--- src/rtl/sseg_pkg.sv ---
// Shared constants for the four-digit seven-segment driver.
// Segment patterns are active low, ordered {g,f,e,d,c,b,a}.
package sseg_pkg;

  localparam int NUM_DIGITS = 4;

  localparam logic [6:0] SEG_0    = 7'b1000000;
  localparam logic [6:0] SEG_1    = 7'b1111001;
  localparam logic [6:0] SEG_2    = 7'b0100100;
  localparam logic [6:0] SEG_3    = 7'b0110000;
  localparam logic [6:0] SEG_4    = 7'b0011001;
  localparam logic [6:0] SEG_5    = 7'b0010010;
  localparam logic [6:0] SEG_6    = 7'b0000010;
  localparam logic [6:0] SEG_7    = 7'b1111000;
  localparam logic [6:0] SEG_8    = 7'b0000000;
  localparam logic [6:0] SEG_9    = 7'b0010000;
  localparam logic [6:0] SEG_DASH = 7'b0111111;
  localparam logic [6:0] SEG_OFF  = 7'h7F;

  localparam logic [3:0] AN_OFF   = 4'hF;

endpackage

--- src/rtl/bcd_to_7seg.sv ---
// Combinational BCD nibble to active-low segment pattern.
// Non-decimal nibbles (A..F) render as a centre dash.
module bcd_to_7seg (
  input  logic [3:0] nibble,
  output logic [6:0] seg_n
);
  import sseg_pkg::*;

  always_comb begin
    seg_n = SEG_DASH;
    case (nibble)
      4'd0:    seg_n = SEG_0;
      4'd1:    seg_n = SEG_1;
      4'd2:    seg_n = SEG_2;
      4'd3:    seg_n = SEG_3;
      4'd4:    seg_n = SEG_4;
      4'd5:    seg_n = SEG_5;
      4'd6:    seg_n = SEG_6;
      4'd7:    seg_n = SEG_7;
      4'd8:    seg_n = SEG_8;
      4'd9:    seg_n = SEG_9;
      default: seg_n = SEG_DASH;
    endcase
  end

endmodule

--- src/rtl/sseg_mux4.sv ---
// Four-digit multiplexed seven-segment driver with frame-synchronous
// BCD update, leading-zero blanking, decimal points and 8-level PWM.
module sseg_mux4 #(
  parameter int DIGIT_CYCLES = 100000,
  parameter int NUM_DIGITS   = 4
) (
  input  logic        CLK100MHZ,
  input  logic        reset,
  input  logic [15:0] bcd_in,
  input  logic        bcd_valid,
  input  logic [3:0]  dp_en,
  input  logic        blank_lz,
  input  logic [2:0]  brightness,
  output logic [3:0]  an,
  output logic [6:0]  seg,
  output logic        dp,
  output logic        frame_tick
);
  import sseg_pkg::*;

  localparam int SUB_N = DIGIT_CYCLES / 8;
  localparam int SUB_W = (SUB_N > 1) ? $clog2(SUB_N) : 1;
  localparam int DIG_W = $clog2(NUM_DIGITS);
  localparam logic [SUB_W-1:0] SUB_MAX  = SUB_W'(SUB_N - 1);
  localparam logic [DIG_W-1:0] DIG_LAST = DIG_W'(NUM_DIGITS - 1);

  logic [SUB_W-1:0] sub_cnt;
  logic [2:0]       phase;
  logic [DIG_W-1:0] digit_idx;
  logic [15:0]      disp_reg;
  logic [15:0]      pend_reg;
  logic             pending;
  logic             frame_start;

  logic sub_term, slot_end, boundary;

  assign sub_term = (sub_cnt == SUB_MAX);
  assign slot_end = sub_term && (phase == 3'd7);
  assign boundary = slot_end && (digit_idx == DIG_LAST);

  // Scan counters: sub-slot tick -> PWM phase -> digit index
  always_ff @(posedge CLK100MHZ) begin
    if (reset) begin
      sub_cnt   <= '0;
      phase     <= 3'd0;
      digit_idx <= '0;
    end else begin
      sub_cnt <= sub_term ? '0 : sub_cnt + 1'b1;
      if (sub_term) phase <= phase + 3'd1;
      if (slot_end) digit_idx <= digit_idx + 1'b1;
    end
  end

  // Update handshake: disp_reg only moves on the frame boundary
  always_ff @(posedge CLK100MHZ) begin
    if (reset) begin
      disp_reg <= 16'h0000;
      pend_reg <= 16'h0000;
      pending  <= 1'b0;
    end else if (boundary) begin
      if (bcd_valid) begin
        disp_reg <= bcd_in;
        pending  <= 1'b0;
      end else if (pending) begin
        disp_reg <= pend_reg;
        pending  <= 1'b0;
      end
    end else if (bcd_valid) begin
      pend_reg <= bcd_in;
      pending  <= 1'b1;
    end
  end

  // Stage p0: select digit, blanking and PWM compare from current state
  logic [3:0] nibble_p0;
  logic [6:0] seg_p0;
  logic [3:0] blank_vec_p0;
  logic       upper_zero_p0;
  logic       lit_p0;

  assign nibble_p0 = disp_reg[{digit_idx, 2'b00} +: 4];

  always_comb begin
    upper_zero_p0 = 1'b1;
    blank_vec_p0  = 4'b0000;
    for (int i = 3; i >= 0; i--) begin
      upper_zero_p0   = upper_zero_p0 && (disp_reg[4*i +: 4] == 4'd0) && !dp_en[i];
      blank_vec_p0[i] = blank_lz && (i != 0) && upper_zero_p0;
    end
  end

  assign lit_p0 = (phase <= brightness) && !blank_vec_p0[digit_idx];

  bcd_to_7seg u_dec (
    .nibble (nibble_p0),
    .seg_n  (seg_p0)
  );

  // Stage p1: registered pin drivers; frame_tick lags the wrap by one
  // cycle so it lines up with the first digit-0 output
  always_ff @(posedge CLK100MHZ) begin
    if (reset) begin
      an          <= AN_OFF;
      seg         <= SEG_OFF;
      dp          <= 1'b1;
      frame_tick  <= 1'b0;
      frame_start <= 1'b0;
    end else begin
      frame_start <= boundary;
      frame_tick  <= frame_start;
      if (lit_p0) begin
        an  <= ~(4'b0001 << digit_idx);
        seg <= seg_p0;
        dp  <= ~dp_en[digit_idx];
      end else begin
        an  <= AN_OFF;
        seg <= SEG_OFF;
        dp  <= 1'b1;
      end
    end
  end

endmodule

--- config.mk ---
export PLATFORM = sky130hd
export DESIGN_NAME = sseg_mux4
export DESIGN_NICKNAME = d
export VERILOG_FILES = /design/src/rtl/sseg_pkg.sv /design/src/rtl/bcd_to_7seg.sv /design/src/rtl/sseg_mux4.sv
export SDC_FILE = /design/constraint.sdc
export NUM_CORES = 1
export LEC_CHECK = 0
export CAP_MARGIN = 20
export CELL_PAD_IN_SITES_DETAIL_PLACEMENT = 0
export CELL_PAD_IN_SITES_GLOBAL_PLACEMENT = 1
export CORE_UTILIZATION = 46
export DETAILED_ROUTE_END_ITERATION = 16
export PLACE_DENSITY = 0.92
export SYNTH_ARGS = -nofsm -noshare
export SYNTH_HDL_FRONTEND = slang
export SYNTH_SLANG_ARGS = --single-unit
--- constraint.sdc ---
create_clock -name CLK100MHZ -period 5.13 [get_ports CLK100MHZ]
set_clock_uncertainty 0.2 [all_clocks]
set_input_delay 1.026 -clock CLK100MHZ [delete_from_list [all_inputs] [get_ports CLK100MHZ]]
set_output_delay 1.026 -clock CLK100MHZ [all_outputs]
set_load 0.01 [all_outputs]
; ---- Word-level counts from Yosys, hierarchy flattened
; Memory sizes are Yosys's and may differ from the RTL's. A register that Yosys moved wholly into a read port is not among the register bits.
; Index checks and enable logic that the tools add are counted.
[totals]
register_bits = 59
mem_bits_ro = 112
in_bits = 27
word_cells = 55
n_memories = 1
[op_classes]
reduce_logical = 24
shifts = 2
mux = 6
n_lt_le_gt_ge = 2
n_addsub = 3
bitwise_logic = 4
eq_ne = 3
[mem_list]
columns = memory, words, word_bits, rd, rd_ports_with_merged_regs, wr, line_no
row1 = (no name shown), 16, 7, 1, 1, 0, bcd_to_7seg.sv:11  ; case (nibble)
[op_table]
columns = cell, count
row1 = $mux 16, 2
row2 = $shiftx 16x5->4, 1
row3 = $add 14x1->14 const B, 1
row4 = $eq 14x14->1 const B, 1
row5 = $logic_not 4->1, 3
row6 = $logic_and 1x1->1, 11
row7 = $reduce_or 2->1, 3
row8 = $bmux 1 s2, 2
row9 = $logic_not 1->1, 4
row10 = $not 4->4, 1
row11 = $reduce_and 2->1, 2
row12 = $shl 1x2->4 const A, 1
row13 = $add 3x1->3 const B, 1
row14 = $eq 3x3->1 const B, 1
row15 = $le 3x3->1, 1
row16 = $lt 2x3->1 const B, 1
row17 = $not 1->1, 3
row18 = $add 2x1->2 const B, 1
row19 = $eq 2x2->1 const B, 1
row20 = $mux 1, 2
row21 = $reduce_bool 2->1, 1

; ---- Logic depth before layout (Yosys ltp)
; Gate-level depths: netlist of the first run.
[depth]
word_depth = 13
depth_mapped = 8

; ---- Modules after synthesis
; From an unflattened synthesis of the first run, not the netlist that was laid out.
[hier_totals]
hier_cells = 355
area_unflattened_um2 = 3315.7
[by_module_without_submodules]
columns = module, area_per_inst_um2, cells_each, instances
row1 = sseg_mux4, 3085.5, 324, 1
row2 = bcd_to_7seg, 230.2, 31, 1

; ---- Least setup slack after synthesis of the first run
; No wires, ideal clock.
[synth_path]
kind = input to register
start = input brightness[1]
end = register seg[0]
required_time_ns = 4.791
path_buffers = 1
path_slack_ns = 2.446
path_stages = 8
arrival_time_ns = 2.345
cell_sequence = inv_1 ha_1 nor2b_1 o21ai_0 a32oi_1 a311oi_1 clkbuf_1 nand3_1
[synth_via]
elab_chain_len = 4
[synth_lines]
columns = item, line_no
row1 = from (decl), sseg_mux4.sv:13  ; input logic [2:0] brightness,
row2 = $le 3x3->1, sseg_mux4.sv:92  ; assign lit_p0 = (phase <= brightness) && !blank_vec_p0[digit_idx];
row3 = $logic_and 1x1->1, sseg_mux4.sv:92
row4 = $not 1->1 (no line), n/a
row5 = $reduce_or 2->1 (no line), n/a
row6 = to (decl), sseg_mux4.sv:15  ; output logic [6:0] seg,
; Every way passes these cells.
; A chain may end at the register's enable or synchronous reset.

; ---- Worst setup path after layout of the first run
[layout_path]
start = input bcd_valid
end = register disp_reg[7]
[layout_via]
elab_chain_len = 2
[layout_lines]
columns = item, line_no
row1 = from (decl), sseg_mux4.sv:10  ; input logic bcd_valid,
row2 = $reduce_bool 2->1 (no line), n/a
row3 = $reduce_and 2->1 (no line), n/a
row4 = to (signal assigned), sseg_mux4.sv:62  ; disp_reg <= bcd_in;
row5 = to (signal assigned), sseg_mux4.sv:65  ; disp_reg <= pend_reg;
row6 = to (decl), sseg_mux4.sv:30  ; logic [15:0] disp_reg;
; Several ways; a longest one is shown, not always the timed one.

==> results of run 1 <==
layout make-up:
cell class / count / area [um2] / share of cell area [%]
inverter: 10 / 37.5 / 1.03
clock buffer: 13 / 139 / 3.83
timing repair buffer: 42 / 408 / 11.2
multi-input combinational: 212 / 1590 / 43.7
clock inverter: 3 / 40.0 / 1.10
tap: 77 / 96.3 / 2.65
sequential: 66 / 1320 / 36.4
worst max-delay path, stage by stage:
cell and delay (ns):
clkdlybuf4s50_1 0.45, buf_4 0.30, nor2_1 0.15, nor3_4 0.17, buf_4 0.39, nor2_1 0.11, a211oi_2 0.23
cells in the mapped netlist (all sizes together) (2+ instances only):
cell    number  area share, %
a211oi      16            6.2
a21oi        6           0.97
and4         2           0.57
buf          6            2.6
clkbuf       9            1.7
dfxtp       66             43
ha          15            6.1
inv         10            1.2
mux2i       34             11
mux4         5            3.6
nand2       19            2.3
nand3       11            1.8
nand4        2           0.40
nor2        59            7.5
nor2b        3           0.61
nor3         5            1.2
nor4b        2           0.57
o21ai        8            1.7
or4b         2           0.77
xnor2        7            2.0
xor2         6            1.7
routing by layer:
| layer | GRT usage [%] | vias up | part of all wire, % |
|---|---|---|---|
| met5 | 0 | - | 0 |
| li1 | - | 1123 | - |
| met4 | 9.40 | 0 | 2.3 |
| met1 | 23.9 | 960 | 52 |
| met3 | 3.56 | 12 | 3.8 |
| met2 | 25.0 | 46 | 42 |
power groups by stage:
stage	logic, mW	registers [mW]	clock network, mW
after global routing	0.0904	0.536	0.445
after CTS	0.0833	0.534	0.419
after detailed placement	0.0824	0.546	0
final	0.0824	0.534	0.409
after global placement	0.0820	0.545	0
after floorplan	0.0472	0.546	0
placed cells by master (no fill, tap or decap), types with 2 or more instances in the layout:
cell type / instances
inv_1: 10
clkbuf_8: 9
a21oi_1: 6
nor2_2: 4
mux4_2: 5
xor2_1: 6
ha_1: 15
clkdlybuf4s50_1: 38
nand4_1: 2
dfxtp_1: 66
nand3_1: 11
buf_4: 3
a211oi_1: 2
mux2i_1: 34
a211oi_2: 14
nand2_1: 19
nor2b_1: 3
nor3_1: 4
nor4b_1: 2
clkbuf_1: 4
xnor2_1: 7
o21ai_0: 7
clkinv_2: 2
nor2_1: 55
and4_1: 2
logic make-up (layout without fill, tap and decap cells):
| kind of cell | count (synthesis) | count (layout) | share of synthesized area [%] |
|---|---|---|---|
| mux | 39 | 39 | 14.7 |
| simple gates | 112 | 112 | 17.4 |
| buf+inv | 26 | 68 | 5.87 |
| flops | 66 | 66 | 42.8 |
| compound gates | 33 | 33 | 9.60 |
| fa+ha+maj | 15 | 15 | 6.07 |
| xor+xnor | 13 | 13 | 3.68 |
final timing paths:
kind | depth (start not counted) | from | endpoint
setup / recovery | 7 | bcd_valid | disp_reg[7]
hold / removal | 1 | frame_start | frame_tick
setup reg to reg | 5 | sub_cnt[8] | pend_reg[11]
hold reg to reg | 1 | frame_start | frame_tick
stage by stage:
| step | utilization (%) | setup WS (ns) | cells |
|---|---|---|---|
| global placement | 53.7 | 2.08 | 407 |
| finish | 56.5 | 2.33 | 423 |
| detailed placement | 53.7 | 2.04 | 407 |
| global route | 56.5 | 2.19 | 423 |
| CTS | 56.5 | 2.32 | 423 |
| floorplan | - | 2.45 | 304 |
==> reports/results.txt, run 1 <==
Status: complete, but fails checks
Failing checks: design-rule violations
Yosys warning count: 0
CTS Hold Bufs: 0
Reg2reg setup slack: 2.35 ns
Setup tns final: 0 ns
Clk Latency, worst-skew pair: 0.34 ns
Setup CP Type: primary input to flip-flop
Iteration count of the initial detailed-routing pass: 10
Final ANT Viol Nets: 0
Starting Density: 48.1%
Leak: 1.40 nW
CP required: 5.17 ns
Comb pwr share: 8.0%
DP Area: 3450 um2
Global Route Usage Sum: 17.3%
Area growth from synthesis to layout: 17.4%
Resized Gates After CTS: 0
Routed WL: 5530 um
Crit. End Element: flip-flop
CTS sink cnt: 66
Die span in x: 84.0 um
Slew Limit Fails: 0
Worst-Margin Slew: 0.902 ns
Die area: 7050 um2
Post-synth ARST share: 0%
Max Freq: 0.357 GHz
Switching share of power: 22.5%
Die height: 84.0 um
Htree depth: 3
Share of layout cells above drive strength 1: 12.7%
Net load switching power: 0.231 mW
Final setup fails: 0
Worst-path clk slew: 0.07 ns
Tmin final: 2.80 ns
# IOs: 40
GRT overflow: 0
Post-synthesis register bit count: 66
Bufs on Longest Clock Path: 2
Buffers on Ports: 39
Initial DRC count: 81
Antenna diode count: 0
Maxcap violations: 0
Pint: 0.795 mW
Register share of total power: 52.1%
Sequential area share after synthesis: 42.8%
DRC: 7
Crit start category: primary input
Cells after Synth: 304
Num rows: 29
Number of global-route vias before repair: 2019
Nets: 383
Post-synth EDFFs: 0
Average cell area after synthesis: 10.2 um2
RePlAce Congestion: 0.764
Largest net degree at the start of global routing: 43
Pwr dens: 283 nW/um2
Worst min path class: flip-flop to flip-flop
Clock root buffer: clkbuf_8
Post-CTS setup buffer count: 0
Finished Cell Area: 3630 um2
Power Total: 1.03 mW
Post-DR vias/cell: 5.06
Final Hold Fails: 0
Crit path DAT: 2.84 ns
Num CTS Buffers: 9
Synth Cell Area: 3090 um2
RSZ-0062 raised after global routing: false
Post-DR wirelength/cell: 13.1 um
Post-Route Hold Slack: 0.245 ns
Synthesized Nets: 346
Vias: 2141
Final Cycle Share: 54.6%
CP Max Fanout: 32
Core Box Area: 6420 um2
Filler Cells Inserted: 575
Ys flop type: dfxtp_1
Clock share of power: 39.9%
Rel. slew slack: 39.8%
Worst VDD drop: 146 uV
Final HPWL DP: 3820 um
Initial antenna violation count: 0
Global-route wire length before repair: 9560 um
CTS tree: yes
Yosys cell types: 40
(Power assumes the default switching activity.)
==> run 2, diff against run 1 <==
--- a/config.mk
+++ b/config.mk
@@ -8,9 +8,9 @@
 export CAP_MARGIN = 20
 export CELL_PAD_IN_SITES_DETAIL_PLACEMENT = 0
 export CELL_PAD_IN_SITES_GLOBAL_PLACEMENT = 1
-export CORE_UTILIZATION = 46
+export CORE_UTILIZATION = 39
 export DETAILED_ROUTE_END_ITERATION = 16
-export PLACE_DENSITY = 0.92
+export PLACE_DENSITY = 0.84
 export SYNTH_ARGS = -nofsm -noshare
 export SYNTH_HDL_FRONTEND = slang
 export SYNTH_SLANG_ARGS = --single-unit
==> constraint.sdc (replaced) <==
create_clock -name CLK100MHZ -period 2.33 [get_ports CLK100MHZ]
set_clock_uncertainty 0.2 [all_clocks]
set_input_delay 0.466 -clock CLK100MHZ [delete_from_list [all_inputs] [get_ports CLK100MHZ]]
set_output_delay 0.466 -clock CLK100MHZ [all_outputs]
set_load 0.01 [all_outputs]
==> reports/results.txt, run 2 (synthesis results as in run 1) <==
CTS Hold Bufs: 0 (unchanged)
Final WS setup: -0.0718 ns (-2.40 ns)
Num rows: 32 (+10%)
Most frequent cells in the layout: dfxtp_1, nor2_1, clkdlybuf4s50_1
Failing checks: negative setup slack
RSZ-0062 raised after global routing: true
Largest net degree at the start of global routing: 21 (-51%)
Antenna diode count: 0 (unchanged)
Num CTS Buffers: 9 (unchanged)
Final ANT Viol Nets: 0 (unchanged)
Worst min path class: flip-flop to flip-flop
Post-DR wirelength/cell: 12.5 um (-4.6%)
Final Hold Fails: 0 (unchanged)
Final HPWL DP: 4440 um (+16%)
Final Cycle Share: 103%
Max Freq: 0.416 GHz
Crit. End Element: flip-flop
Starting Density: 40.2% (-7.9 points)
Rel. slew slack: 68.6% (+29 points)
# IOs: 40 (unchanged)
Util after Layout: 52.9% (-3.6 points)
CP max-delay cell: or4_4
Tmin final: 2.40 ns
Slew Limit Fails: 0 (unchanged)
Number of global-route vias before repair: 2224 (+10%)
Setup tns final: -0.803 ns (-0.803 ns)
Slowest stage delay, CP: 0.57 ns (+0.12 ns)
CP required: 2.37 ns (-2.80 ns)
Post-DR vias/cell: 4.79 (-5.4%)
Leak: 1.63 nW (+17%)
Chain of cells forming the critical path: or4b_4 -> or4_4 -> nor3_4 -> buf_12 -> buf_12 -> nor2_4 -> a211oi_2
RePlAce Congestion: 0.767 (+0.39%)
Nets: 414 (+8.1%)
CP Max Fanout: 12 (-63%)
CTS tree: yes
Iteration count of the initial detailed-routing pass: 4 (-6)
Share of layout cells above drive strength 1: 23.7% (+11 points)
Die height: 91.0 um (+8.4%)
CTS sink cnt: 66 (unchanged)
Final setup fails: 25 (+25)
DRC: 0 (-7)
Initial DRC count: 35 (-57%)
Core Box Area: 7690 um2 (+20%)
Power Total: 2.29 mW (+120%)
Post-Route Hold Slack: 0.235 ns (-0.00997 ns)
Global-route wire length before repair: 10100 um (+5.2%)
Maxcap violations: 0 (unchanged)
Status: complete, but fails checks
Area growth from synthesis to layout: 31.7%
Initial antenna violation count: 0 (unchanged)
Htree depth: 3 (unchanged)
Die span in x: 91.0 um (+8.4%)
Largest delay share family, worst path: simple AND/OR/NAND/NOR gates
Setup CP Type: flip-flop to flip-flop
GRT overflow: 0 (unchanged)
Worst path bufs/invs: 2 (-1)
Crit start category: flip-flop
Buffers on Ports: 39 (unchanged)
Vias: 2289 (+6.9%)
Pwr dens: 563 nW/um2 (+99%)
Clk Latency, worst-skew pair: 0.33 ns (about the same)
Crit path DAT: 2.44 ns (-0.40 ns)
Worst-Margin Slew: 0.466 ns (-0.436 ns)
Worst-path clk slew: 0.06 ns (about the same)
Commonest non-fill, non-tap cell in the layout: dfxtp_1
Global Route Usage Sum: 15.4% (-1.8 points)
CP most frequent cell: buf_12
Bufs on Longest Clock Path: 2 (unchanged)
Die area: 8280 um2 (+18%)
Routed WL: 5960 um (+7.8%)
Worst VDD drop: 296 uV (+100%)
Clock root buffer: clkbuf_8
[run 2: path summary, 6_finish.rpt]
path | startpoint | end | slack (ns) | cells past startpoint
setup reg to reg | sub_cnt[8] | disp_reg[1] | -0.07 | 7
setup / recovery | sub_cnt[8] | disp_reg[1] | -0.07 | 7
hold reg to reg | frame_start | frame_tick | 0.23 | 1
hold / removal | frame_start | frame_tick | 0.23 | 1
[run 2: layout make-up]
class / instances / area, um2
fillers: 707 / 3620
inverters: 10 / 37.5
repair buffers: 73 / 719
clock buffers: 12 / 145
clock inverters: 3 / 40.0
multi-input cells: 212 / 1680
well taps: 102 / 128
flip-flops and latches: 66 / 1320
[run 2: routing by layer]
| layer | wire [um] | share of wire (%) | track usage, % | vias up |
|---|---|---|---|---|
| met5 | 0 | 0 | 0 | - |
| met4 | 118 | 2.0 | 7.80 | 0 |
| met3 | 194 | 3.3 | 3.43 | 10 |
| met2 | 2800 | 47 | 25.0 | 42 |
| met1 | 2850 | 48 | 19.3 | 1053 |
| li1 | - | - | - | 1184 |
[run 2: report_power, final]
group	leakage, nW	total, mW	switching, mW	internal, mW
logic	0.999	0.210	0.0943	0.116
registers	0.539	1.17	0.0115	1.16
clock network	0.0962	0.911	0.397	0.515
total	1.63	2.29	0.502	1.79
[run 2: per-stage QoR]
step / instance area [um2] / worst slack [ns] / instances
2_1_floorplan: 3180 / -0.157 / 304
3_3_place_gp: 3870 / -0.185 / 462
3_5_place_dp: 3870 / -0.221 / 462
4_1_cts: 4070 / -0.0898 / 478
5_1_grt: 4070 / -0.149 / 478
6_report: 4070 / -0.0718 / 478
[run 2: worst reg2reg max path: stages (launching register included)]
cell and delay (ns):
dfxtp_2 0.32, or4b_4 0.53, or4_4 0.57, nor3_4 0.18, buf_12 0.17, buf_12 0.14, nor2_4 0.03, a211oi_2 0.17
[run 2: what timing repair did]
| action | in CTS | in global routing |
|---|---|---|
| setup buffers | 1 | 0 |
| setup endpoints to repair | 29 | 33 |
| pin swaps | 0 | 1 |
| gates resized for setup | 1 | 0 |
